[src/rtl/dram_pkg.sv]
// Shared definitions for the host-side DRAM array controller.
// Array geometry defaults and the controller state encoding.
package dram_pkg;

    localparam int ADDR_W = 10;
    localparam int LANES  = 8;
    localparam int NIB_W  = 4;
    localparam int WORD_W = LANES * NIB_W;

    typedef enum logic [2:0] {
        IDLE,
        WRITE,
        READ,
        READ_WAIT,
        REFRESH
    } state_e;

endpackage

[src/rtl/dram_ctrl_refresh_timer.sv]
// Refresh scheduler: period down-counter plus the row sweep counter.
// Ports: clk, rst, ack_i (refresh cycle running), pending_o,
//        pending_nxt_o (pending value after the coming edge), row_o.
module refresh_timer #(
    parameter int PERIOD = 512,
    parameter int ROW_W  = 10
) (
    input  logic             clk,
    input  logic             rst,
    input  logic             ack_i,
    output logic             pending_o,
    output logic             pending_nxt_o,
    output logic [ROW_W-1:0] row_o
);

    localparam int TW = $clog2(PERIOD);
    localparam logic [TW-1:0] RELOAD = TW'(PERIOD - 1);

    logic [TW-1:0]    timer_q, timer_d;
    logic             pending_q, pending_d;
    logic [ROW_W-1:0] row_q, row_d;

    always_comb begin
        timer_d   = timer_q - 1'b1;
        pending_d = pending_q & ~ack_i;
        row_d     = row_q;
        // Expiry sets pending even if an ack lands the same cycle,
        // so a request is never dropped.
        if (timer_q == '0) begin
            timer_d   = RELOAD;
            pending_d = 1'b1;
        end
        // Row counter wraps naturally at 2^ROW_W.
        if (ack_i) begin
            row_d = row_q + 1'b1;
        end
    end

    always_ff @(posedge clk) begin
        if (rst) begin
            timer_q   <= RELOAD;
            pending_q <= 1'b0;
            row_q     <= '0;
        end else begin
            timer_q   <= timer_d;
            pending_q <= pending_d;
            row_q     <= row_d;
        end
    end

    assign pending_o     = pending_q;
    assign pending_nxt_o = pending_d;
    assign row_o         = row_q;

endmodule

[src/rtl/dram_ctrl.sv]
// Host-side controller for a 32-bit DRAM array of eight x4 devices.
// Ports: req_* host handshake in, rsp_* read response out,
//        mem_* array address/data/lane enables, all outputs registered.
module dram_ctrl
    import dram_pkg::*;
#(
    parameter int ADDR_W         = dram_pkg::ADDR_W,
    parameter int LANES          = dram_pkg::LANES,
    parameter int NIB_W          = dram_pkg::NIB_W,
    parameter int REFRESH_PERIOD = 512
) (
    input  logic                   clk,
    input  logic                   rst,
    input  logic                   req_valid,
    output logic                   req_ready,
    input  logic                   req_we,
    input  logic [ADDR_W-1:0]      req_addr,
    input  logic [LANES*NIB_W-1:0] req_wdata,
    input  logic [LANES-1:0]       req_be,
    output logic                   rsp_valid,
    output logic [LANES*NIB_W-1:0] rsp_rdata,
    output logic [ADDR_W-1:0]      mem_addr,
    output logic [LANES*NIB_W-1:0] mem_wdata,
    output logic [LANES-1:0]       mem_we,
    input  logic [LANES*NIB_W-1:0] mem_rdata
);

    localparam int W = LANES * NIB_W;

    state_e            state_q, state_d;
    logic              ready_q, ready_d;
    logic              rsp_valid_q, rsp_valid_d;
    logic [W-1:0]      rdata_q, rdata_d;
    logic [ADDR_W-1:0] addr_q, addr_d;
    logic [W-1:0]      wdata_q, wdata_d;
    logic [LANES-1:0]  we_q, we_d;

    logic              ref_pending;
    logic              ref_pending_nxt;
    logic [ADDR_W-1:0] ref_row;
    logic              ref_ack;
    logic              accept;

    assign ref_ack = (state_q == REFRESH);
    assign accept  = req_valid & ready_q;

    refresh_timer #(
        .PERIOD (REFRESH_PERIOD),
        .ROW_W  (ADDR_W)
    ) u_refresh (
        .clk           (clk),
        .rst           (rst),
        .ack_i         (ref_ack),
        .pending_o     (ref_pending),
        .pending_nxt_o (ref_pending_nxt),
        .row_o         (ref_row)
    );

    always_comb begin
        state_d     = state_q;
        addr_d      = addr_q;
        wdata_d     = wdata_q;
        we_d        = '0;
        rsp_valid_d = 1'b0;
        rdata_d     = rdata_q;
        unique case (state_q)
            IDLE: begin
                if (ref_pending) begin
                    state_d = REFRESH;
                    addr_d  = ref_row;
                end else if (accept) begin
                    addr_d = req_addr;
                    if (req_we) begin
                        state_d = WRITE;
                        wdata_d = req_wdata;
                        we_d    = req_be;
                    end else begin
                        state_d = READ;
                    end
                end
            end
            WRITE:     state_d = IDLE;
            READ:      state_d = READ_WAIT;
            READ_WAIT: begin
                state_d     = IDLE;
                rsp_valid_d = 1'b1;
                rdata_d     = mem_rdata;
            end
            REFRESH:   state_d = IDLE;
            default:   state_d = IDLE;
        endcase
        // Registered ready looks one edge ahead so it is already low
        // in the cycle a refresh becomes pending.
        ready_d = (state_d == IDLE) & ~ref_pending_nxt;
    end

    always_ff @(posedge clk) begin
        if (rst) begin
            state_q     <= IDLE;
            ready_q     <= 1'b0;
            rsp_valid_q <= 1'b0;
            rdata_q     <= '0;
            addr_q      <= '0;
            wdata_q     <= '0;
            we_q        <= '0;
        end else begin
            state_q     <= state_d;
            ready_q     <= ready_d;
            rsp_valid_q <= rsp_valid_d;
            rdata_q     <= rdata_d;
            addr_q      <= addr_d;
            wdata_q     <= wdata_d;
            we_q        <= we_d;
        end
    end

    assign req_ready = ready_q;
    assign rsp_valid = rsp_valid_q;
    assign rsp_rdata = rdata_q;
    assign mem_addr  = addr_q;
    assign mem_wdata = wdata_q;
    assign mem_we    = we_q;

endmodule

[config.mk]
export PLATFORM = sky130hd
export DESIGN_NAME = dram_ctrl
export DESIGN_NICKNAME = d
export VERILOG_FILES = /design/src/rtl/dram_pkg.sv /design/src/rtl/dram_ctrl_refresh_timer.sv /design/src/rtl/dram_ctrl.sv
export SDC_FILE = /design/constraint.sdc
export NUM_CORES = 1
export LEC_CHECK = 0
export BUFFER_PORTS_ARGS = -buffer_cell sky130_fd_sc_hd__buf_4
export CAP_MARGIN = 10
export CORE_ASPECT_RATIO = 1.25
export CORE_UTILIZATION = 45
export DETAILED_ROUTE_END_ITERATION = 8
export PLACE_DENSITY = 0.75
export SLEW_MARGIN = 30
export SYNTH_ARGS = -nofsm -noshare
export SYNTH_HDL_FRONTEND = slang
export SYNTH_HIERARCHICAL = 1
export SYNTH_SLANG_ARGS = --single-unit
[constraint.sdc]
create_clock -name clk -period 3.1 [get_ports clk]
set_input_delay 0.31 -clock clk [delete_from_list [all_inputs] [get_ports clk]]
set_output_delay 0.31 -clock clk [all_outputs]
set_load 0.005 [all_outputs]
==> results of run 1 <==
## power by group
part	leakage [nW]	switching (mW)	internal, mW
Clock	0.154	0.478	0.722
Sequential	0.867	0.0677	1.47
Combinational	1.38	0.267	0.300
Total	2.40	0.812	2.50
## through the flow
step / setup slack, ps / area, µm²
CTS: 1200 / 5910
global placement: 1290 / 5590
detailed placement: 1210 / 5590
finish: 1200 / 5910
floorplan: 1540 / 4280
global route: 1060 / 5910
## registers in the layout (all words and copies together), names as in the netlist
name and flops:
u_refresh/pending_o 1, rsp_valid 1, mem_addr 10, state_q 3, u_refresh/timer_q 9, req_ready 1, rsp_rdata 32, u_refresh/row_o 10
mem_we 8, mem_wdata 32
## routing by layer
layer	up-vias	wire length, µm
met3	11	658
met4	0	129
li1	1863	-
met5	-	0
met1	1675	4010
met2	112	5240
## logic make-up (layout without fill, tap and decap cells)
family,after synthesis,count (layout),share of synthesized area
and+or+nand+nor,193,193,0.246
DFF,107,107,0.501
AOI/OAI and AO/OA,75,75,0.100
muxes,43,43,0.101
buffers and inverters,34,192,0.0363
xor gates and xnor gates,5,5,0.0102
adders and majority gates,2,2,0.00585
## cell type report
class	count	share of cell area
clock buffer	10	0.0404
clock inverter	5	0.0131
inverter	4	0.00254
multi-input combinational	318	0.335
sequential	107	0.362
tap	123	0.0260
timing repair buffer	173	0.220
## cells in the final DEF (no fill, tap or decap), drive strengths merged, types with 2 or more instances in the layout
cell type	synthesis	routed
or3	5	5
nor2	7	7
nand3	5	5
inv	4	4
nor3b	2	2
nand4	4	4
nor3	7	7
xor2	4	4
and2	9	9
buf	7	173
nand3b	2	2
dfxtp	107	107
or4	6	6
a21oi	50	50
o31ai	5	5
mux2i	43	43
clkbuf	23	10
a211oi	11	11
ha	2	2
o21ai	4	4
nand2	73	73
nand2b	67	67
a31oi	2	2
clkinv	0	2
bufinv	0	2
nor2b	2	2
## final timing paths
path / start / to / slack [ps] / depth (start not counted)
hold reg to reg: u_refresh/timer_q[0] / u_refresh/timer_q[0] / 400 / 1
setup / recovery: state_q[2] / mem_wdata[26] / 1200 / 4
hold / removal: req_be[2] / mem_we[2] / 170 / 2
setup reg to reg: state_q[2] / mem_wdata[26] / 1200 / 4
## critical path: stages, from the launching register on
cell                      delay (ps)
sky130_fd_sc_hd__dfxtp_1         350
sky130_fd_sc_hd__or3_1           500
sky130_fd_sc_hd__nor3_4          180
sky130_fd_sc_hd__buf_4           470
sky130_fd_sc_hd__mux2i_1         290
==> implementation parameters, run 1 <==
Parameter                              Value

Routing
  Drt initial violations ... 193
  Total Wirelength ... 10000 µm
  Via count of the routed design ... 3661
  Average vias per placed instance ... 4.95
  Iteration count of the initial detailed-routing pass ... 4
  Remaining design rule violation count ... 0
  Mean routed wirelength per cell ... 13.6 µm
  Residual antenna-violating net count after detailed routing ... 0

Worst setup path
  Arrival time reported for the critical path endpoint ... 2160 ps
  Crit path kind ... flop to flop
  Top fanout value on the critical path ... 32
  Sort of element at the end of the critical path ... flop
  Critical Path RT ... 3360 ps
  Worst setup SP type ... flop

Synth
  Synth Net Count ... 547
  Synthesized area ... 4280 µm²
  Fraction of registers with async set/reset ... 0
  Flip-flop and latch count after synthesis ... 107
  Cells taking the most area after synthesis ... sky130_fd_sc_hd__dfxtp_1 50%, sky130_fd_sc_hd__mux2i_1 10%, sky130_fd_sc_hd__nand2b_1 9.8%
  Most frequently used flop master after synthesis ... sky130_fd_sc_hd__dfxtp_1
  Cell type contributing the most total cell area after synthesis ... sky130_fd_sc_hd__dfxtp_1
  Synth unique cells ... 37
  Seq/Total Area, Yosys ... 0.501
  Proportion of netlist area held by the largest area contributor ... 0.501
  Count of flip-flops with a built-in enable after synthesis ... 0
  Mapped Cells ... 459
  Synthesized area per cell ... 9.31 µm²
  Synthesis Warnings ... 6
  Most frequent cell after synthesis ... sky130_fd_sc_hd__dfxtp_1
  Most numerous cell types in the synthesized netlist ... 107 x sky130_fd_sc_hd__dfxtp_1, 73 x sky130_fd_sc_hd__nand2_1, 67 x sky130_fd_sc_hd__nand2b_1

Placed design
  Sum of net half-perimeters after detailed placement ... 7240 µm
  Final weighted congestion of routability-driven global placement ... 0.753
  Number of port buffers ... 169
  Dpl cells ... 725

Floorplan
  Initial core utilization ... 0.466
  Die width ... 89.2 µm
  Floorplan core area ... 9170 µm²
  Die Span Y ... 111 µm
  Top Ports ... 170
  Total die area ... 9900 µm²
  Standard-cell rows ... 39

STA
  Setup repair after global routing missed its margin ... false
  Achievable clock frequency ... 0.526 GHz
  Worst relative slew slack ... 0.434
  Skew final ... 5.49 ps
  Final setup viols ... 0
  Slew Limit Fails ... 0
  Period utilisation layout ... 0.614
  Total count of hold-check failures in the final report ... 0
  Minimum clock period ... 1900 ps
  Post-Route Setup TNS ... 0 ps
  Actual transition at the worst max-transition pin ... 848 ps
  Fin Hold WS ... 169 ps

CTS
  Postcts setup bufs ... 0
  Clock transition time at the flip-flop clock pins of the worst setup and hold paths ... 70 ps
  Clock sinks ... 107
  Largest buffer count on any clock path ... 2
  Clock root buffer ... sky130_fd_sc_hd__clkbuf_16
  Clock tree from TritonCTS ... built
  Clock network latency to the later pin of the worst-skew pair ... 340 ps
  Post-CTS Resized ... 0
  Number of hold buffers added after CTS ... 0
  TritonCTS Buffers ... 9
  Level count of the clock H-tree ... 3

Global routing
  Wire length of the first global-routing pass ... 16000 µm
  Total congestion overflow after global routing ... 0
  Number of global-route vias before repair ... 3448
  Top Usage Layer GRT ... met2
  Met3 usage in global routing ... 0.0544
  Overall fraction of global-route tracks in use ... 0.208
  Met1 Use GR ... 0.230
  Maximum number of pins on one net before global-route repair ... 128
  Met2 global-route usage ... 0.376
  Initial antenna violation count ... 0

Hold path
  Worst Hold Class ... input pin to flop

Flow run
  Max-Cap Viols ... 0

Finish
  Area taken by multi-input logic gates ... 1980 µm²
  Number of cells in the finished layout apart from fillers ... 740
  Register Area ... 2140 µm²
  Final-layout fill cell count ... 766
  Final #Nets ... 701
  Fraction of the core area covered by cells at the end of the flow ... 0.644
  Layout cells sized above 1 ... 0.314
  Antenna diode instance count ... 0
  Relative area change from synthesis to final layout ... 38.2%

Pwr
  Peak supply drop ... 0.363 mV
  Power Density ... 560 nW/µm²
  Power after layout ... 3.31 mW
  Leakage ... 2.40 nW

Run status
  Run status ... completed
No activity file was read; power rests on OpenSTA's default activity.
==> run 2, diff against run 1 <==
Settings changed: CORE_UTILIZATION 45 to 44, PLACE_DENSITY 0.75 to 0.76.
Clock period 3.1 ns to 1.7 ns, I/O delays scaled along.
==> implementation parameters, run 2 (synthesis gave the netlist of run 1 again) <==
Parameter                              Value

Run status
  Run status ... completed

Worst setup path
  Worst setup SP type ... flop
  Top fanout value on the critical path ... 4
  Cells along the critical path ... inv_1 -> ha_2 -> or4b_4 -> o21ai_2 -> or3b_1
  Register-to-register setup slack ... 60 ps
  Sort of element at the end of the critical path ... flop
  Critical Path RT ... 1920 ps
  Cell with the largest stage delay on the worst path ... sky130_fd_sc_hd__or4b_4
  Longest individual stage delay on the worst path ... 490 ps
  Arrival time reported for the critical path endpoint ... 1870 ps
  Top delay family on crit path ... simple AND/OR/NAND/NOR gates
  Crit path buffers/inverters ... 1
  Crit path kind ... flop to flop

CTS
  Largest buffer count on any clock path ... 2
  Level count of the clock H-tree ... 3
  Postcts setup bufs ... 0
  TritonCTS Buffers ... 9
  Clock network latency to the later pin of the worst-skew pair ... 340 ps
  Clock root buffer ... sky130_fd_sc_hd__clkbuf_16
  Clock transition time at the flip-flop clock pins of the worst setup and hold paths ... 70 ps
  Clock tree from TritonCTS ... built
  Clock sinks ... 107

Placed design
  Dpl cells ... 734
  Sum of net half-perimeters after detailed placement ... 7250 µm
  Final weighted congestion of routability-driven global placement ... 0.791
  Number of port buffers ... 169
  Dpl ws ... 44.2 ps
  Placed cell area ... 5680 µm²

STA
  Post-Route Setup TNS ... 0 ps
  Skew final ... 6.95 ps
  Worst relative slew slack ... 0.744
  Fin Hold WS ... 29.3 ps
  Achievable clock frequency ... 0.609 GHz
  Slew Limit Fails ... 0
  Period utilisation layout ... 0.967
  Minimum clock period ... 1640 ps
  Actual transition at the worst max-transition pin ... 384 ps
  Final setup viols ... 0
  Smallest setup slack after layout ... 56.7 ps
  Total count of hold-check failures in the final report ... 0

Routing
  Iteration count of the initial detailed-routing pass ... 4
  Average vias per placed instance ... 4.99
  Mean routed wirelength per cell ... 13.3 µm
  Remaining design rule violation count ... 0
  Total Wirelength ... 9980 µm
  Drt initial violations ... 143
  Via count of the routed design ... 3743
  Residual antenna-violating net count after detailed routing ... 0

Pwr
  Leakage ... 2.48 nW
  Power Density ... 1060 nW/µm²
  Power after layout ... 6.45 mW
  Peak supply drop ... 0.586 mV

Floorplan
  Total die area ... 10100 µm²
  Die Span Y ... 112 µm
  Die width ... 90.2 µm
  Top Ports ... 170
  Standard-cell rows ... 39
  Floorplan core area ... 9270 µm²
  Initial core utilization ... 0.461

Finish
  Final #Nets ... 710
  Antenna diode instance count ... 0
  Layout cells sized above 1 ... 0.332
  Fraction of the core area covered by cells at the end of the flow ... 0.656
  Leading cell type in the layout, fill and taps excluded ... sky130_fd_sc_hd__buf_4
  Relative area change from synthesis to final layout ... 42.2%
  Post-layout instance area ... 6080 µm²
  Commonest cells after routing, fill and taps aside ... 179 x sky130_fd_sc_hd__buf_4, 105 x sky130_fd_sc_hd__dfxtp_1, 73 x sky130_fd_sc_hd__nand2_1, 67 x sky130_fd_sc_hd__nand2b_1, 50 x sky130_fd_sc_hd__a21oi_1
  Number of cells in the finished layout apart from fillers ... 750

Global routing
  Number of global-route vias before repair ... 3530
  Maximum number of pins on one net before global-route repair ... 65
  Initial antenna violation count ... 0
  Overall fraction of global-route tracks in use ... 0.198
  Total congestion overflow after global routing ... 0
  Wire length of the first global-routing pass ... 16200 µm

Flow run
  Max-Cap Viols ... 0

Hold path
  Worst Hold Class ... input pin to flop
==> run 2: worst paths after layout <==
kind | start | end | cells past startpoint
max | u_refresh/timer_q[0] | u_refresh/timer_q[6] | 5
min | req_be[2] | mem_we[2] | 2
max reg2reg | u_refresh/timer_q[0] | u_refresh/timer_q[6] | 5
min reg2reg | u_refresh/timer_q[0] | u_refresh/timer_q[0] | 1
==> run 2: worst register-to-register path, stage by stage (launching register included) <==
cell and delay, ps:
sky130_fd_sc_hd__dfxtp_1 320, sky130_fd_sc_hd__inv_1 60, sky130_fd_sc_hd__ha_2 190, sky130_fd_sc_hd__or4b_4 490
sky130_fd_sc_hd__o21ai_2 120, sky130_fd_sc_hd__or3b_1 350
==> run 2: what timing repair did <==
action	CTS	global route
hold buffers	0	0
gates resized for setup	0	7
setup endpoints to repair	0	5
==> run 2: metal layers <==
| metal | GRT usage | up-vias | part of all wire |
|---|---|---|---|
| met5 | 0 | - | 0 |
| met4 | 0.103 | 0 | 0.034 |
| met3 | 0.0542 | 25 | 0.049 |
| met2 | 0.349 | 118 | 0.50 |
| met1 | 0.218 | 1719 | 0.41 |
| li1 | - | 1881 | - |
==> run 2: cell type report <==
class | instances | area (µm²)
fillers | 776 | 3190
flip-flops and latches | 107 | 2140
multi-input cells | 318 | 2000
repair buffers | 182 | 1400
clock buffers | 10 | 239
well taps | 123 | 154
clock inverters | 6 | 136
inverters | 4 | 15.0
==> run 2: power by group <==
group	switching, mW	total, mW	internal (mW)
logic	0.513	1.11	0.600
registers	0.120	2.81	2.69
clock network	0.893	2.52	1.63
total	1.53	6.45	4.92
==> run 3, diff against run 2 <==
--- a/config.mk
+++ b/config.mk
@@ -12,3 +12,3 @@
 export DETAILED_ROUTE_END_ITERATION = 8
-export PLACE_DENSITY = 0.76
+export PLACE_DENSITY_LB_ADDON = 0.1
 export SLEW_MARGIN = 30
==> constraint.sdc (replaced) <==
create_clock -name clk -period 1.36 [get_ports clk]
set_input_delay 0.068 -clock clk [delete_from_list [all_inputs] [get_ports clk]]
set_output_delay 0.068 -clock clk [all_outputs]
set_load 0.005 [all_outputs]
==> implementation parameters, run 3 (synthesis gave the netlist of run 1 again) <==
Parameter                              Value

Placed design
  Dpl cells ... 753
  Final weighted congestion of routability-driven global placement ... 0.778
  Number of port buffers ... 169
  Sum of net half-perimeters after detailed placement ... 7390 µm

CTS
  Largest buffer count on any clock path ... 2
  Clock sinks ... 107
  Clock root buffer ... sky130_fd_sc_hd__clkbuf_16
  Level count of the clock H-tree ... 3
  TritonCTS Buffers ... 9
  Clock network latency to the later pin of the worst-skew pair ... 340 ps
  Clock transition time at the flip-flop clock pins of the worst setup and hold paths ... 70 ps
  Clock tree from TritonCTS ... built

Worst setup path
  Cell with the largest stage delay on the worst path ... sky130_fd_sc_hd__or4b_4
  Top fanout value on the critical path ... 3
  Top delay family on crit path ... simple AND/OR/NAND/NOR gates
  Register-to-register setup slack ... -230 ps
  Critical Path RT ... 1580 ps
  Arrival time reported for the critical path endpoint ... 1810 ps
  Crit path kind ... flop to flop
  Worst setup SP type ... flop
  Crit path buffers/inverters ... 1
  Longest individual stage delay on the worst path ... 470 ps
  Cells along the critical path ... inv_2 -> ha_4 -> or4b_4 -> o21ai_2 -> or3b_1
  Worst path depth ... 5
  Reg2reg path depth ... 5
  Sort of element at the end of the critical path ... flop

Finish
  Final #Nets ... 804
  Number of cells in the finished layout apart from fillers ... 844
  Fraction of the core area covered by cells at the end of the flow ... 0.767
  Leading cell type in the layout, fill and taps excluded ... sky130_fd_sc_hd__buf_4
  Antenna diode instance count ... 0
  Commonest cells after routing, fill and taps aside ... 199 x sky130_fd_sc_hd__buf_4, 102 x sky130_fd_sc_hd__dfxtp_1, 72 x sky130_fd_sc_hd__nand2_1, 67 x sky130_fd_sc_hd__nand2b_1, 64 x sky130_fd_sc_hd__dlygate4sd3_1
  Relative area change from synthesis to final layout ... 66.3%
  Final-layout fill cell count ... 654
  Layout cells sized above 1 ... 0.374

STA
  Setup repair after global routing missed its margin ... true
  Worst relative slew slack ... 0.750
  Fin Hold WS ... 5.76 ps
  Period utilisation layout ... 1.17
  Total count of hold-check failures in the final report ... 0
  Slew Limit Fails ... 0
  Achievable clock frequency ... 0.629 GHz
  Minimum clock period ... 1590 ps
  Actual transition at the worst max-transition pin ... 372 ps
  Skew final ... 8.04 ps
  Post-Route Setup TNS ... -5280 ps
  Smallest setup slack after layout ... -229 ps
  Final setup viols ... 47

Routing
  Average vias per placed instance ... 4.93
  Iteration count of the initial detailed-routing pass ... 4
  Via count of the routed design ... 4165
  Residual antenna-violating net count after detailed routing ... 0
  Drt initial violations ... 121
  Total Wirelength ... 12400 µm
  Remaining design rule violation count ... 0
  Mean routed wirelength per cell ... 14.7 µm

Global routing
  Top Usage Layer GRT ... met2
  Wire length of the first global-routing pass ... 19500 µm
  Met1 Use GR ... 0.261
  Maximum number of pins on one net before global-route repair ... 59
  Total congestion overflow after global routing ... 0
  Number of global-route vias before repair ... 4139
  Met3 usage in global routing ... 0.0346
  Met2 global-route usage ... 0.452
  Overall fraction of global-route tracks in use ... 0.237
  Initial antenna violation count ... 0

Floorplan
  Floorplan core area ... 9270 µm²
  Standard-cell rows ... 39
  Die width ... 90.2 µm
  Top Ports ... 170
  Initial core utilization ... 0.461
  Total die area ... 10100 µm²
  Die Span Y ... 112 µm

Pwr
  Peak supply drop ... 0.921 mV
  Leakage ... 2.93 nW
  Power Density ... 1090 nW/µm²

Run status
  Run status ... finished with violations
  Failing checks ... setup timing

Flow run
  Max-Cap Viols ... 0

Hold path
  Worst Hold Class ... input pin to flop
  Worst hold stages ... 3
[run 3: cell types whose count changed in the layout (fill, tap and decap cells not counted), sizes merged]
| cell | before | now |
|---|---|---|
| clkinvlp | 1 | 4 |
| nand4 | 4 | 5 |
| buf | 182 | 210 |
| bufinv | 4 | 0 |
| clkbuf | 10 | 12 |
| dlygate4sd3 | 0 | 64 |
[run 3: worst reg2reg max path, stage by stage (launching register included)]
cell	delay (ps)
sky130_fd_sc_hd__dfxtp_2	320
sky130_fd_sc_hd__inv_2	60
sky130_fd_sc_hd__ha_4	120
sky130_fd_sc_hd__or4b_4	470
sky130_fd_sc_hd__o21ai_2	150
sky130_fd_sc_hd__or3b_1	350
[run 3: routing by layer]
| layer | vias to the layer above | share of wire |
|---|---|---|
| met3 | 15 | 0.041 |
| met4 | 0 | 0.016 |
| li1 | 2073 | - |
| met2 | 124 | 0.55 |
| met1 | 1953 | 0.40 |
| met5 | - | 0 |
[run 3: layout make-up]
| class | count | area, µm² | share of cell area |
|---|---|---|---|
| Clock inverter | 5 | 38.8 | 0.00545 |
| Clock buffer | 11 | 243 | 0.0341 |
| Timing Repair Buffer | 275 | 2330 | 0.328 |
| Multi-Input combinational cell | 319 | 2180 | 0.306 |
| Inverter | 4 | 15.0 | 0.00211 |
| Tap cell | 123 | 154 | 0.0216 |
| Sequential cell | 107 | 2150 | 0.303 |
[run 3: path summary, 6_finish.rpt]
| check | end | startpoint |
|---|---|---|
| hold / removal | mem_wdata[23] | req_wdata[23] |
| hold reg to reg | rsp_rdata[2] | rsp_rdata[2] |
| setup reg to reg | u_refresh/timer_q[6] | u_refresh/timer_q[0] |
| setup / recovery | u_refresh/timer_q[6] | u_refresh/timer_q[0] |
[run 3: metrics by stage]
step	instance area, µm²	power (mW)	setup WS [ps]
after detailed placement	5880	5.00	-215
after global routing	7110	8.15	-263
after global placement	5880	4.97	-150
final	7110	7.76	-229
after CTS	7020	7.74	-192
after floorplan	4320	4.30	-164
[run 3: power by group]
part           switching (mW)  total [mW]  internal, mW
logic                   0.790        1.83          1.04
registers               0.135        3.51          3.37
clock network            1.13        2.42          1.30
[run 3: timing repair]
| action | 4_1_cts | 5_1_grt |
|---|---|---|
| resized for setup | 21 | 30 |
| hold endpoints to repair | 64 | 0 |
| hold buffers | 64 | 0 |
| setup endpoints to repair | 49 | 60 |
| buffers inserted | 8 | 2 |
| pin swaps | 9 | 15 |
| cloned | 3 | 2 |
